File: src/rtl/literal_emitter_pkg.sv
`default_nettype none
// ============================================================================
// Package  : literal_emitter_pkg
// Brief    : Shared state encoding, ASCII constants and elaboration-time
//            helpers for turning the value width into decimal digits.
// Revision : 1.0 - initial release
// ============================================================================
package literal_emitter_pkg;

  // Emitter states; 3-bit encoding.
  typedef enum logic [2:0] {
    ST_IDLE  = 3'd0,
    ST_WIDTH = 3'd1,
    ST_TICK  = 3'd2,
    ST_SIGN  = 3'd3,
    ST_BASE  = 3'd4,
    ST_DIGIT = 3'd5,
    ST_SEP   = 3'd6
  } state_e;

  localparam logic [7:0] c_ASCII_TICK = 8'h27;  // '
  localparam logic [7:0] c_ASCII_S    = 8'h73;  // s
  localparam logic [7:0] c_ASCII_H    = 8'h68;  // h
  localparam logic [7:0] c_ASCII_US   = 8'h5F;  // _
  localparam logic [7:0] c_ASCII_0    = 8'h30;  // 0
  localparam logic [7:0] c_ASCII_LA   = 8'h61;  // a
  localparam logic [7:0] c_ASCII_UA   = 8'h41;  // A

  // Widths up to 9999 need at most four decimal digits.
  localparam int c_DEC_MAX = 4;

  // Number of decimal digits of w (w >= 1).
  function automatic int dec_count(input int w);
    int n;
    int p;
    n = 1;
    p = 10;
    for (int i = 1; i < c_DEC_MAX; i++) begin
      if (w >= p) n = i + 1;
      p = p * 10;
    end
    return n;
  endfunction

  // Decimal digits of w, most significant digit in the top nibble,
  // left-aligned; unused trailing nibbles are zero.
  function automatic logic [4*c_DEC_MAX-1:0] dec_digits(input int w);
    logic [4*c_DEC_MAX-1:0] r;
    int v;
    int n;
    r = '0;
    v = w;
    n = dec_count(w);
    for (int i = c_DEC_MAX - 1; i >= 0; i--) begin
      if (i < n) begin
        r[(c_DEC_MAX-1-i)*4 +: 4] = 4'(v % 10);
        v = v / 10;
      end
    end
    return r;
  endfunction

endpackage
`default_nettype wire

File: src/rtl/literal_emitter_hex_ascii.sv
`default_nettype none
// ============================================================================
// Module   : hex_ascii
// Brief    : Combinational nibble-to-ASCII converter (0-9, a-f or A-F).
// Revision : 1.0 - initial release
// ============================================================================
module hex_ascii
  import literal_emitter_pkg::*;
#(
  parameter int UPPER = 0
) (
  input  logic [3:0] i_nib,
  output logic [7:0] o_char
);

  localparam logic [7:0] c_ALPHA = (UPPER != 0) ? c_ASCII_UA : c_ASCII_LA;

  // Map the nibble onto the digit or letter range.
  always_comb begin
    if (i_nib < 4'd10) o_char = c_ASCII_0 + {4'h0, i_nib};
    else               o_char = c_ALPHA + {4'h0, i_nib} - 8'd10;
  end

endmodule
`default_nettype wire

File: src/rtl/literal_emitter.sv
`default_nettype none
// ============================================================================
// Module   : literal_emitter
// Brief    : Formats an accepted value as a SystemVerilog sized hex literal
//            (e.g. 32'h1234_abcd) and streams it one ASCII char per transfer.
// Revision : 1.0 - initial release
// ============================================================================
module literal_emitter
  import literal_emitter_pkg::*;
#(
  parameter int W_DATA = 32,
  parameter int GROUP  = 4,
  parameter int UPPER  = 0
) (
  input  logic              i_clk,
  input  logic              resetn,
  input  logic              i_valid,
  output logic              o_ready,
  input  logic [W_DATA-1:0] i_data,
  input  logic              i_signed,
  output logic [7:0]        o_char,
  output logic              o_valid,
  input  logic              i_char_ready,
  output logic              o_last
);

  localparam int c_NDIG = (W_DATA + 3) / 4;
  localparam int c_PADW = 4 * c_NDIG;
  localparam int c_NDEC = dec_count(W_DATA);
  localparam logic [4*c_DEC_MAX-1:0] c_DEC_DIGITS = dec_digits(W_DATA);
  localparam int c_CW   = 16;
  localparam int c_GRP  = (GROUP > 0) ? GROUP : 1;
  localparam bit c_GRP_EN = (GROUP > 0);

  localparam logic [c_CW-1:0] c_ONE      = c_CW'(1);
  localparam logic [c_CW-1:0] c_DEC_LAST = c_CW'(c_NDEC - 1);
  localparam logic [c_CW-1:0] c_DIG_TOP  = c_CW'(c_NDIG - 1);
  localparam logic [c_CW-1:0] c_GRP_TOP  = c_CW'(c_GRP - 1);
  localparam logic [c_CW-1:0] c_GRP_INIT = c_CW'((c_NDIG - 1) % c_GRP);

  state_e            r_state;
  state_e            w_next;
  logic              r_up;
  logic [c_PADW-1:0] r_val;
  logic              r_sign;
  // WIDTH: index of the decimal digit on the output.
  // DIGIT: number of hex digits still to the right of the one on the output.
  logic [c_CW-1:0]   r_cnt;
  // Digits-to-the-right modulo GROUP; zero means an underscore follows.
  logic [c_CW-1:0]   r_grp;
  logic              w_accept;
  logic              w_xfer;
  logic              w_sep_due;
  logic [3:0]        w_dec;
  logic [7:0]        w_hex_char;

  assign w_accept  = i_valid && o_ready;
  assign w_xfer    = o_valid && i_char_ready;
  assign w_sep_due = c_GRP_EN && (r_grp == '0);

  hex_ascii #(
    .UPPER (UPPER)
  ) u_hex_ascii (
    .i_nib  (r_val[c_PADW-1 -: 4]),
    .o_char (w_hex_char)
  );

  // Select the current decimal digit of the width from the constant table.
  always_comb begin
    case (r_cnt[1:0])
      2'd0:    w_dec = c_DEC_DIGITS[15:12];
      2'd1:    w_dec = c_DEC_DIGITS[11:8];
      2'd2:    w_dec = c_DEC_DIGITS[7:4];
      default: w_dec = c_DEC_DIGITS[3:0];
    endcase
  end

  // State register.
  always_ff @(posedge i_clk) begin
    if (!resetn) r_state <= ST_IDLE;
    else         r_state <= w_next;
  end

  // Holds o_ready low until the first cycle after reset is released.
  always_ff @(posedge i_clk) begin
    if (!resetn) r_up <= 1'b0;
    else         r_up <= 1'b1;
  end

  // Next-state logic; every emitting state moves only on a transfer.
  always_comb begin
    w_next = r_state;
    case (r_state)
      ST_IDLE:  if (w_accept) w_next = ST_WIDTH;
      ST_WIDTH: if (w_xfer && r_cnt == c_DEC_LAST) w_next = ST_TICK;
      ST_TICK:  if (w_xfer) w_next = r_sign ? ST_SIGN : ST_BASE;
      ST_SIGN:  if (w_xfer) w_next = ST_BASE;
      ST_BASE:  if (w_xfer) w_next = ST_DIGIT;
      ST_DIGIT: begin
        if (w_xfer) begin
          if (r_cnt == '0)    w_next = ST_IDLE;
          else if (w_sep_due) w_next = ST_SEP;
        end
      end
      ST_SEP:   if (w_xfer) w_next = ST_DIGIT;
      default:  w_next = ST_IDLE;
    endcase
  end

  // Capture on accept; step digit counters and shift the value on transfers.
  always_ff @(posedge i_clk) begin
    if (!resetn) begin
      r_val  <= '0;
      r_sign <= 1'b0;
      r_cnt  <= '0;
      r_grp  <= '0;
    end else if (w_accept) begin
      r_val  <= c_PADW'(i_data);
      r_sign <= i_signed;
      r_cnt  <= '0;
    end else if (w_xfer) begin
      case (r_state)
        ST_WIDTH: begin
          if (r_cnt == c_DEC_LAST) begin
            r_cnt <= c_DIG_TOP;
            r_grp <= c_GRP_INIT;
          end else begin
            r_cnt <= r_cnt + c_ONE;
          end
        end
        ST_DIGIT: begin
          r_val <= r_val << 4;
          r_cnt <= r_cnt - c_ONE;
          r_grp <= (r_grp == '0) ? c_GRP_TOP : r_grp - c_ONE;
        end
        default: ;
      endcase
    end
  end

  // Output decode; all outputs derive from registers so they hold in a stall.
  always_comb begin
    o_ready = 1'b0;
    o_valid = 1'b0;
    o_last  = 1'b0;
    o_char  = 8'h00;
    case (r_state)
      ST_IDLE:  o_ready = r_up;
      ST_WIDTH: begin o_valid = 1'b1; o_char = c_ASCII_0 | {4'h0, w_dec}; end
      ST_TICK:  begin o_valid = 1'b1; o_char = c_ASCII_TICK; end
      ST_SIGN:  begin o_valid = 1'b1; o_char = c_ASCII_S; end
      ST_BASE:  begin o_valid = 1'b1; o_char = c_ASCII_H; end
      ST_DIGIT: begin
        o_valid = 1'b1;
        o_char  = w_hex_char;
        o_last  = (r_cnt == '0);
      end
      ST_SEP:   begin o_valid = 1'b1; o_char = c_ASCII_US; end
      default: ;
    endcase
  end

endmodule
`default_nettype wire

File: config.mk
export PLATFORM = sky130hd
export DESIGN_NAME = literal_emitter
export DESIGN_NICKNAME = d
export VERILOG_FILES = /design/src/rtl/literal_emitter_pkg.sv /design/src/rtl/literal_emitter_hex_ascii.sv /design/src/rtl/literal_emitter.sv
export SDC_FILE = /design/constraint.sdc
export NUM_CORES = 1
export LEC_CHECK = 0
export CAP_MARGIN = 0
export CORE_MARGIN = 2
export CORE_UTILIZATION = 45
export CTS_BUF_LIST = sky130_fd_sc_hd__clkbuf_8
export DETAILED_ROUTE_END_ITERATION = 7
export GPL_ROUTABILITY_DRIVEN = 0
export PLACE_DENSITY = 0.67
export SYNTH_ARGS = -nofsm -noshare
export SYNTH_HDL_FRONTEND = slang
export SYNTH_SLANG_ARGS = --single-unit
File: constraint.sdc
create_clock -name i_clk -period 3.9 [get_ports i_clk]
set_clock_uncertainty 0.05 [all_clocks]
set_input_delay 0.585 -clock i_clk [delete_from_list [all_inputs] [get_ports i_clk]]
set_output_delay 0.585 -clock i_clk [all_outputs]
set_load 0.01 [all_outputs]
==> flow_summary_export.csv, run 1 <==
group,metric,value,unit
status,outcome,"complete, no violations",
timing,rsz0062_at_grt,"no",
synth,yosysWarnings,0,
setup_path,r2r_start,"r_cnt[0]$_SDFFE_PP0P_",
synth,async_flop_share,0,
detailed_routing,vias,3827,
synth,synth_simple_gate_area_share,0.291,
synth,ys_ff_latch,69,
clock_tree,postCtsSetupBuffers,0,
placed_design,dp_hpwl,6.58,mm
synth,synth_edf_count,0,
clock_tree,cts_resized,0,
synth,yosysUniqueCellTypes,65,
synth,syn-cell-area,4010,um2
floorplan,dieArea,9680,um2
setup_path,crit_path_end_kind,"output pin",
setup_path,worst_setup_path_start_kind,"flip-flop",
floorplan,initial_core_util,0.462,
timing,slew_headroom,0.462,
placed_design,dpl_cell_area,4470,um2
worst_hold_path,hp-class,"flip-flop to flip-flop",
synth,synthAdderAreaFrac,0.0187,
global_routing,grt_pass1_wl,16.5,mm
synth,postSynthAreaPerCell,7.83,um2
timing,finalSetupViolCount,0,
clock_tree,cts-root-buf,"clkbuf_8",
setup_path,cp.arrival,2.78,ns
setup_path,crit_end,"o_last",
clock_tree,cts_buffer_depth,2,
power_and_ir_drop,clkPwrFrac,0.273,
synth,synth_nets,555,
timing,fin_tns_setup,0,ns
synth,synth.mux.area_fraction,0.00812,
floorplan,die_h,98.4,um
timing,timing.final.ws_setup,0.481,ns
global_routing,grt-ovfl-total,0,
clock_tree,htreeDepth,3,
synth,yosys.area_share.xor_xnor,0.0393,
timing,max_freq,292,MHz
detailed_routing,first_iter_violations,166,
clock_tree,clk_latency,0.35,ns
power_and_ir_drop,switching_power,624,uW
setup_path,critPathLaunch,"r_cnt[2]$_SDFFE_PP0P_",
detailed_routing,wl_per_cell,15.1,um
placed_design,pre_cts_ws,0.847,ns
global_routing,grt_pass1_vias,3501,
layout,fin_nets,573,
clock_tree,cts_tree,"built",
setup_path,rrSetupSlack,1.12,ns
synth,yosys_most_used_dff,"dfxtp_1",
global_routing,grt_antenna_before_repair,0,
layout,syn_to_final_growth,15.6,%
detailed_routing,antenna_left,0,
clock_tree,ctsHoldBuffers,0,
detailed_routing,viasPerCell,5.95,
layout,finalInstanceArea,4630,um2
power_and_ir_drop,p_int,1.25,mW
floorplan,core,8680,um2
power_and_ir_drop,peakVddDrop,0.000195,V
detailed_routing,drcViolationCount,0,
global_routing,grt_max_degree,35,
timing,fin_crit_sh,0.877,
power_and_ir_drop,p_seq_frac,0.448,
clock_tree,cts.sinks,69,
synth,synthCells,512,
synth,synth_seq_area_share,0.345,
setup_path,reg2reg_depth,7,
power_and_ir_drop,comb_power_share,0.278,
clock_tree,cts_made_buffers,9,
floorplan,num_io_pins,48,
setup_path,required,3.26,ns
setup_path,r2r-end,"r_grp[14]$_SDFFE_PN0P_",
floorplan,rows,34,
setup_path,cp_max_fo,15,
timing,tightest_slew,0.786,ns
global_routing,grtUsageTotal,0.204,
synth,synth_compound_area_frac,0.232,
setup_path,criticalPathCategory,"flip-flop to output pin",
power_and_ir_drop,switching_share,0.333,
detailed_routing,first_pass_iters,5,
layout,drive_gt1_frac,0.0748,
placed_design,io_buffer_count,46,
power_and_ir_drop,power_density,404,nW/um2
timing,hold_violations,0,
layout,diodes,0,
flow_run,maxCapViolations,0,
power_and_ir_drop,p_leak,1.90,nW
timing,fin_crit,3.42,ns
synth,synth_top_family_by_area,"simple AND/OR/NAND/NOR gates",
detailed_routing,wirelength,9.72,mm
clock_tree,clk_pin_slew,0.08,ns
timing,slew_viol_final,0,
floorplan,die_w,98.4,um
[through the flow]
step	power, mW	hold WS, ns	std cells	utilization
final	1.87	0.430	643	0.534
after global routing	1.99	0.458	643	0.534
after CTS	1.89	0.432	643	0.534
after detailed placement	1.38	0.420	627	0.515
after global placement	1.37	0.402	627	0.515
after floorplan	1.19	0.393	512	-
[cell families (layout without fill, tap and decap cells)]
group,Yosys count,in the layout
AOI/OAI and AO/OA,125,125
xor gates and xnor gates,18,18
adders and majority gates,6,6
buffers and inverters,64,87
DFF,69,69
muxes,3,3
other,1,1
and+or+nand+nor,226,226
[layer usage]
layer	GRT usage	part of all wire
met4	0.0527	0.0097
met5	0	0
met3	0.0501	0.058
met1	0.275	0.46
met2	0.329	0.48
[placed cells by master (no fill, tap or decap), types with 9 or more instances in the layout]
cell,n
nand4_1,9
clkdlybuf4s50_1,46
xor2_1,9
dfxtp_1,69
nor2_1,34
or4_1,9
a21oi_1,20
o21ai_0,22
or3_1,12
nand3_1,67
o211a_1,28
clkbuf_8,9
inv_1,19
a31oi_1,10
nand2_1,49
nor4_1,9
xnor2_1,9
[power by group through the flow]
stage               Combinational, mW  Clock [mW]  Sequential [mW]
detailed placement              0.522           0            0.854
CTS                             0.525       0.525            0.838
finish                          0.521       0.512            0.839
global placement                0.513           0            0.852
global route                    0.578       0.556            0.852
floorplan                       0.373           0            0.817
[Yosys cell counts (all sizes together) (9+ instances only)]
| cell | instances | area share |
|---|---|---|
| nor2 | 34 | 0.032 |
| a21oi | 20 | 0.025 |
| xor2 | 9 | 0.020 |
| inv | 17 | 0.016 |
| xnor2 | 9 | 0.020 |
| nand3 | 67 | 0.084 |
| o211a | 28 | 0.070 |
| nor4 | 10 | 0.019 |
| nand4 | 9 | 0.014 |
| dfxtp | 69 | 0.34 |
| or3 | 12 | 0.019 |
| a31oi | 10 | 0.016 |
| o21ai | 25 | 0.034 |
| clkbuf | 40 | 0.038 |
| nand2 | 50 | 0.047 |
| or4 | 10 | 0.020 |
[final cells by class]
| type | instances | area [um2] |
|---|---|---|
| multi-input cells | 379 | 2370 |
| flip-flops and latches | 69 | 1380 |
| well taps | 108 | 135 |
| repair buffers | 54 | 520 |
| clock buffers | 9 | 124 |
| clock inverters | 7 | 43.8 |
| inverters | 17 | 63.8 |
| fillers | 844 | 4040 |
[worst min-delay path by stage]
| stage | startpoint | to | slack (ns) | cells after the start |
|---|---|---|---|---|
| 2_1_floorplan | r_grp[5]$_SDFFE_PN0P_ | r_grp[5]$_SDFFE_PN0P_ | 0.39 | 2 |
| 3_3_place_gp | r_grp[5]$_SDFFE_PN0P_ | r_grp[5]$_SDFFE_PN0P_ | 0.40 | 2 |
| 3_5_place_dp | r_grp[5]$_SDFFE_PN0P_ | r_grp[5]$_SDFFE_PN0P_ | 0.42 | 2 |
| 4_1_cts | r_grp[5]$_SDFFE_PN0P_ | r_grp[5]$_SDFFE_PN0P_ | 0.43 | 2 |
| 5_1_grt | r_grp[5]$_SDFFE_PN0P_ | r_grp[5]$_SDFFE_PN0P_ | 0.46 | 2 |
| 6_report | r_grp[5]$_SDFFE_PN0P_ | r_grp[5]$_SDFFE_PN0P_ | 0.43 | 2 |
[sequential cells by signal, indices dropped and copies added (netlist names)]
name     flops
r_up         1
r_val       32
r_grp       16
r_cnt       16
r_state      3
r_sign       1
[worst max-delay path: stages (launching register included)]
cell,delay [ns]
dfxtp_1,0.43
or4_1,0.66
or3_1,0.45
nor3_1,0.31
clkdlybuf4s50_1,0.59
(Power assumes the default switching activity.)
==> run 2: changes to the inputs <==
--- a/config.mk
+++ b/config.mk
@@ -7,11 +7,12 @@
 export LEC_CHECK = 0
 export CAP_MARGIN = 0
 export CORE_MARGIN = 2
-export CORE_UTILIZATION = 45
+export CORE_UTILIZATION = 38
 export CTS_BUF_LIST = sky130_fd_sc_hd__clkbuf_8
+export CTS_CLUSTER_SIZE = 8
 export DETAILED_ROUTE_END_ITERATION = 7
 export GPL_ROUTABILITY_DRIVEN = 0
-export PLACE_DENSITY = 0.67
+export SLEW_MARGIN = 20
 export SYNTH_ARGS = -nofsm -noshare
 export SYNTH_HDL_FRONTEND = slang
 export SYNTH_SLANG_ARGS = --single-unit
==> flow_summary_export.csv, run 2 (same netlist as run 1, synthesis figures left out) <==
group,metric,value,unit
setup_path,rrSetupSlack,1.11,ns
global_routing,grt-ovfl-total,0,
floorplan,num_io_pins,48,
worst_hold_path,hp-class,"flip-flop to flip-flop",
power_and_ir_drop,switching_share,0.309,
layout,multi_input_area,2370,um2
floorplan,core,10300,um2
timing,rsz0062_at_grt,"no",
timing,fin_crit_sh,0.852,
global_routing,grt_antenna_before_repair,0,
layout,fillCellCount,1027,
timing,max_freq,301,MHz
global_routing,grt_pass1_vias,3511,
power_and_ir_drop,clkPwrFrac,0.327,
floorplan,die_h,107,um
detailed_routing,antenna_left,0,
layout,largest_register_ffs,32,
power_and_ir_drop,p_seq_frac,0.414,
setup_path,critPathLaunch,"r_cnt[2]$_SDFFE_PP0P_",
timing,fin_crit,3.32,ns
layout,layout_common_cells,"dfxtp_1 (69), nand3_1 (67), nand2_1 (49)",
power_and_ir_drop,switching_power,625,uW
floorplan,rows,37,
layout,syn_to_final_growth,18.3,%
timing,fin_tns_setup,0,ns
layout,regMostFlops,"r_val",
setup_path,worst_setup_path_start_kind,"flip-flop",
placed_design,io_buffer_count,46,
clock_tree,clk_pin_slew,0.07,ns
power_and_ir_drop,comb_power_share,0.259,
timing,finalSetupViolCount,0,
floorplan,die_w,107,um
layout,drive_gt1_frac,0.0801,
global_routing,grt_pass1_wl,16.7,mm
clock_tree,cts-root-buf,"clkbuf_8",
setup_path,slowest_stage,"or4_1",
timing,whs,0.432,ns
status,outcome,"complete, no violations",
detailed_routing,wl_per_cell,14.7,um
layout,fin_nets,575,
global_routing,grt_max_degree,36,
layout,diodes,0,
setup_path,cp_max_fo,15,
clock_tree,clk_latency,0.36,ns
setup_path,required,3.26,ns
clock_tree,cts_buffer_depth,2,
layout,final_common_cell,"dfxtp_1",
floorplan,initial_core_util,0.390,
detailed_routing,first_pass_iters,5,
flow_run,maxCapViolations,0,
setup_path,cp.arrival,2.69,ns
power_and_ir_drop,peakVddDrop,0.000205,V
layout,top_regs,"r_val x32, r_cnt x16, r_grp x16",
placed_design,dp_hpwl,6.71,mm
clock_tree,postCtsSetupBuffers,0,
clock_tree,cts_resized,0,
setup_path,r2r-end,"r_grp[11]$_SDFFE_PN0P_",
setup_path,crit_chain,"or4_1 > or3_1 > nor3_1 > clkdlybuf4s50_1",
power_and_ir_drop,p_leak,1.93,nW
layout,ff_latch_area,1380,um2
power_and_ir_drop,power_density,427,nW/um2
setup_path,criticalPathCategory,"flip-flop to output pin",
power_and_ir_drop,p_int,1.40,mW
setup_path,r2r_start,"r_cnt[0]$_SDFFE_PP0P_",
detailed_routing,drcViolationCount,0,
setup_path,slowest_delay,0.65,ns
clock_tree,ctsHoldBuffers,0,
clock_tree,cts_made_buffers,9,
floorplan,dieArea,11400,um2
clock_tree,cts_tree,"built",
worst_hold_path,worstHoldStart,"r_grp[5]$_SDFFE_PN0P_",
global_routing,grtUsageTotal,0.179,
clock_tree,cts.sinks,69,
setup_path,crit_path_end_kind,"output pin",
setup_path,reg2reg_depth,6,
timing,slew_viol_final,0,
detailed_routing,viasPerCell,5.65,
setup_path,crit_end,"o_last",
timing,tightest_slew,0.741,ns
detailed_routing,wirelength,9.88,mm
timing,slew_headroom,0.499,
detailed_routing,vias,3801,
clock_tree,htreeDepth,3,
detailed_routing,first_iter_violations,267,
timing,hold_violations,0,
-- run 2: changes by cell type in the layout (fill, tap and decap cells not counted), sizes merged --
cell / previous run / this run
buf: 8 / 10
bufinv: 0 / 2
inv: 20 / 18
clkbuf: 9 / 10
clkinvlp: 3 / 2
-- run 2: worst min-delay path by stage --
stage | end | slack (ns) | cells after the start
global route | r_grp[5]$_SDFFE_PN0P_ | 0.45 | 2
finish | r_grp[5]$_SDFFE_PN0P_ | 0.43 | 2
global placement | r_grp[5]$_SDFFE_PN0P_ | 0.41 | 2
CTS | r_grp[5]$_SDFFE_PN0P_ | 0.43 | 2
detailed placement | r_grp[5]$_SDFFE_PN0P_ | 0.42 | 2
floorplan | r_grp[5]$_SDFFE_PN0P_ | 0.39 | 2
-- run 2: area by class of cell --
type                       count  area share
multi-input combinational    379       0.499
sequential                    69       0.291
clock inverter                 6      0.0185
inverter                      17      0.0135
timing repair buffer          56       0.113
clock buffer                  10      0.0290
tap                          136      0.0359
-- run 2: routing by layer --
metal / global-route usage / wire [um] / vias to the layer above
met4: 0.0594 / 142 / 0
met5: 0 / 0 / -
met2: 0.293 / 4690 / 106
met3: 0.0407 / 525 / 14
met1: 0.234 / 4520 / 1766
li1: - / - / 1915
-- run 2: through the flow --
step | std cells | setup WS [ns] | utilization | cell area (um2) | power, mW
floorplan | 512 | 1.40 | - | 4010 | 1.19
global route | 673 | 0.366 | 0.461 | 4740 | 2.15
finish | 673 | 0.578 | 0.461 | 4740 | 2.02
CTS | 673 | 0.570 | 0.461 | 4740 | 2.05
detailed placement | 657 | 0.912 | 0.439 | 4520 | 1.38
global placement | 657 | 0.954 | 0.439 | 4520 | 1.37
-- run 2: power by group through the flow --
stage / registers, mW / logic [mW] / clock network [mW]
floorplan: 0.817 / 0.373 / 0
global placement: 0.853 / 0.522 / 0
detailed placement: 0.854 / 0.523 / 0
CTS: 0.838 / 0.527 / 0.683
global route: 0.849 / 0.589 / 0.714
finish: 0.839 / 0.524 / 0.662
-- run 2: worst max-delay path: cells and delay by family, from the launching register on --
kind,cells,cell delay [ns]
buffers and inverters,1,0.56
DFF,1,0.43
and+or+nand+nor,3,1.33
==> run 3: changes to the inputs <==
--- a/config.mk
+++ b/config.mk
@@ -5,6 +5,8 @@
 export SDC_FILE = /design/constraint.sdc
 export NUM_CORES = 1
 export LEC_CHECK = 0
+export ABC_AREA = 1
+export ABC_CLOCK_PERIOD_IN_PS = 3900
 export CAP_MARGIN = 0
 export CORE_MARGIN = 2
 export CORE_UTILIZATION = 38
==> flow_summary_export.csv, run 3 <==
group,metric,value,unit
status,outcome,"complete, no violations",
layout,regMostFlops,"r_val",
setup_path,crit_buf_inv,3,
synth,async_flop_share,0,
synth,synth_nets,681,
placed_design,pre_cts_ws,1.11,ns
clock_tree,cts_resized,0,
clock_tree,cts_tree,"built",
worst_hold_path,worstHoldStart,"r_val[2]$_SDFFE_PN0P_",
detailed_routing,drcViolationCount,0,
global_routing,grt_pass1_wl,17.4,mm
layout,layout_common_cells,"nand2_1 (212), nor2_1 (82), dfxtp_1 (69)",
clock_tree,postCtsSetupBuffers,0,
flow_run,maxCapViolations,0,
floorplan,rows,37,
layout,ff_latch_area,1380,um2
detailed_routing,first_iter_violations,298,
setup_path,r2r_start,"r_state[0]$_SDFFE_PN0P_",
detailed_routing,antenna_left,0,
timing,max_freq,333,MHz
synth,synthTopCellsByArea,"dfxtp_1 (34%), nand2_1 (20%), nor2_1 (7.6%)",
timing,finalSetupViolCount,0,
timing,slew_viol_final,0,
clock_tree,htreeDepth,3,
detailed_routing,vias,4143,
setup_path,worst_setup_path_start_kind,"flip-flop",
floorplan,die_h,107,um
detailed_routing,first_pass_iters,7,
layout,syn_to_final_growth,17.2,%
global_routing,grtUsageTotal,0.186,
setup_path,crit_cells,7,
layout,multi_input_area,2290,um2
timing,fin_tns_setup,0,ns
setup_path,crit_path_end_kind,"output pin",
layout,top_regs,"r_val x32, r_cnt x16, r_grp x16",
synth,synth_seq_area_share,0.342,
power_and_ir_drop,p_leak,1.93,nW
timing,tightest_slew,0.567,ns
floorplan,initial_core_util,0.392,
placed_design,dp_hpwl,7.49,mm
detailed_routing,wl_per_cell,12.6,um
floorplan,num_io_pins,48,
worst_hold_path,hp-class,"flip-flop to flip-flop",
setup_path,critPathLaunch,"r_state[0]$_SDFFE_PN0P_",
detailed_routing,wirelength,10.2,mm
floorplan,core,10300,um2
setup_path,cp.arrival,2.37,ns
setup_path,rrSetupSlack,1.54,ns
setup_path,slowest_stage,"clkdlybuf4s50_1",
layout,diodes,0,
layout,fillCellCount,1111,
timing,fin_crit_sh,0.771,
synth,yosysUniqueCellTypes,36,
clock_tree,ctsHoldBuffers,0,
timing,rsz0062_at_grt,"no",
clock_tree,clk_latency,0.35,ns
clock_tree,cts-root-buf,"clkbuf_8",
synth,yosysWarnings,0,
floorplan,die_w,107,um
setup_path,cp_top_family,"buffers and inverters",
layout,final_common_cell,"nand2_1",
setup_path,cp_max_fo,19,
synth,synth_edf_count,0,
synth,synthCells,638,
setup_path,r2r-end,"r_grp[10]$_SDFFE_PN0P_",
synth,yosysMostFrequentCell,"nand2_1",
clock_tree,cts_buffer_depth,2,
worst_hold_path,whs_path_depth,2,
timing,timing.final.ws_setup,0.893,ns
clock_tree,clk_pin_slew,0.09,ns
placed_design,io_buffer_count,46,
synth,synth_commonest_cells,"nand2_1 (212), nor2_1 (82), dfxtp_1 (69)",
setup_path,reg2reg_depth,9,
setup_path,criticalPathCategory,"flip-flop to output pin",
setup_path,required,3.26,ns
global_routing,grt_max_degree,34,
layout,largest_register_ffs,32,
setup_path,crit_chain,"inv_2 > nor2_4 > nand2_4 > inv_4 > o221ai_1 > o21ai_0 > clkdlybuf4s50_1",
layout,fin_nets,714,
synth,ys_ff_latch,69,
clock_tree,cts_made_buffers,9,
synth,yosys_most_used_dff,"dfxtp_1",
power_and_ir_drop,peakVddDrop,0.000267,V
power_and_ir_drop,power_density,558,nW/um2
timing,slew_headroom,0.621,
global_routing,grt_pass1_vias,3783,
synth,postSynthAreaPerCell,6.34,um2
synth,synth_largest_type_area_fraction,0.342,
timing,hold_violations,0,
floorplan,dieArea,11500,um2
synth,yosys.area.top_type,"dfxtp_1",
worst_hold_path,holdPathEnd,"r_val[2]$_SDFFE_PN0P_",
clock_tree,cts.sinks,69,
synth,syn-cell-area,4040,um2
setup_path,slowest_delay,0.57,ns
global_routing,grt_antenna_before_repair,0,
layout,drive_gt1_frac,0.0533,
detailed_routing,viasPerCell,5.10,
timing,fin_crit,3.01,ns
global_routing,grt-ovfl-total,0,
## run 3: cell types whose count changed after synthesis, moves of 13 or more
cell,change
a21oi_1,+13
nand2_1,+162
nand3_1,-21
clkbuf_1,-33
inv_1,+31
nor2_1,+48
a31oi_1,+15
o211a_1,-28
## run 3: worst register-to-register path, stage by stage (launching register included)
cell and delay (ns):
dfxtp_1 0.50, inv_2 0.12, nor2_4 0.17, inv_4 0.08
nor2_8 0.28, inv_2 0.16, a21oi_4 0.48, nand2_1 0.14
nand2_2 0.20, nor2_1 0.08
## run 3: where the power goes
group          internal [mW]  switching [mW]
clock                  0.317           0.298
sequential             0.801          0.0905
combinational          0.428           0.711
## run 3: cells by family after synthesis
family / share of synthesized area
buffers and inverters: 0.0910
DFF: 0.342
xor gates and xnor gates: 0.0130
adders and majority gates: 0.0186
AOI/OAI and AO/OA: 0.140
and+or+nand+nor: 0.395
other: 0.000927
## run 3: through the flow
stage               power, mW  hold slack (ns)   util  std cells  cell area (um2)
finish                   2.65            0.417  0.459        812             4740
floorplan                1.71            0.379      -        638             4040
CTS                      2.67            0.417  0.459        812             4740
global placement         2.03            0.395  0.439        796             4530
global route             2.86            0.435  0.459        812             4740
detailed placement       2.04            0.406  0.439        796             4530
## run 3: final cells by class
cell class / count / share of cell area
clock buffer: 10 / 0.0290
clock inverter: 6 / 0.0150
inverter: 56 / 0.0459
multi-input combinational: 488 / 0.484
sequential: 69 / 0.291
tap: 136 / 0.0359
timing repair buffer: 47 / 0.0987
## run 3: per-layer routing
layer,GRT usage,up-vias,share of wire
met3,0.0456,15,0.048
met2,0.289,101,0.45
li1,-,2153,-
met4,0.0612,0,0.013
met1,0.251,1874,0.49
met5,0,-,0
## run 3: worst max path at each step
| stage | slack (ns) | to |
|---|---|---|
| 3_3_place_gp | 1.19 | r_grp[5]$_SDFFE_PN0P_ |
| 4_1_cts | 0.87 | o_char[2] |
| 6_report | 0.89 | o_char[2] |
| 3_5_place_dp | 1.11 | r_grp[12]$_SDFFE_PN0P_ |
| 2_1_floorplan | 2.01 | o_last |
| 5_1_grt | 0.70 | o_char[2] |
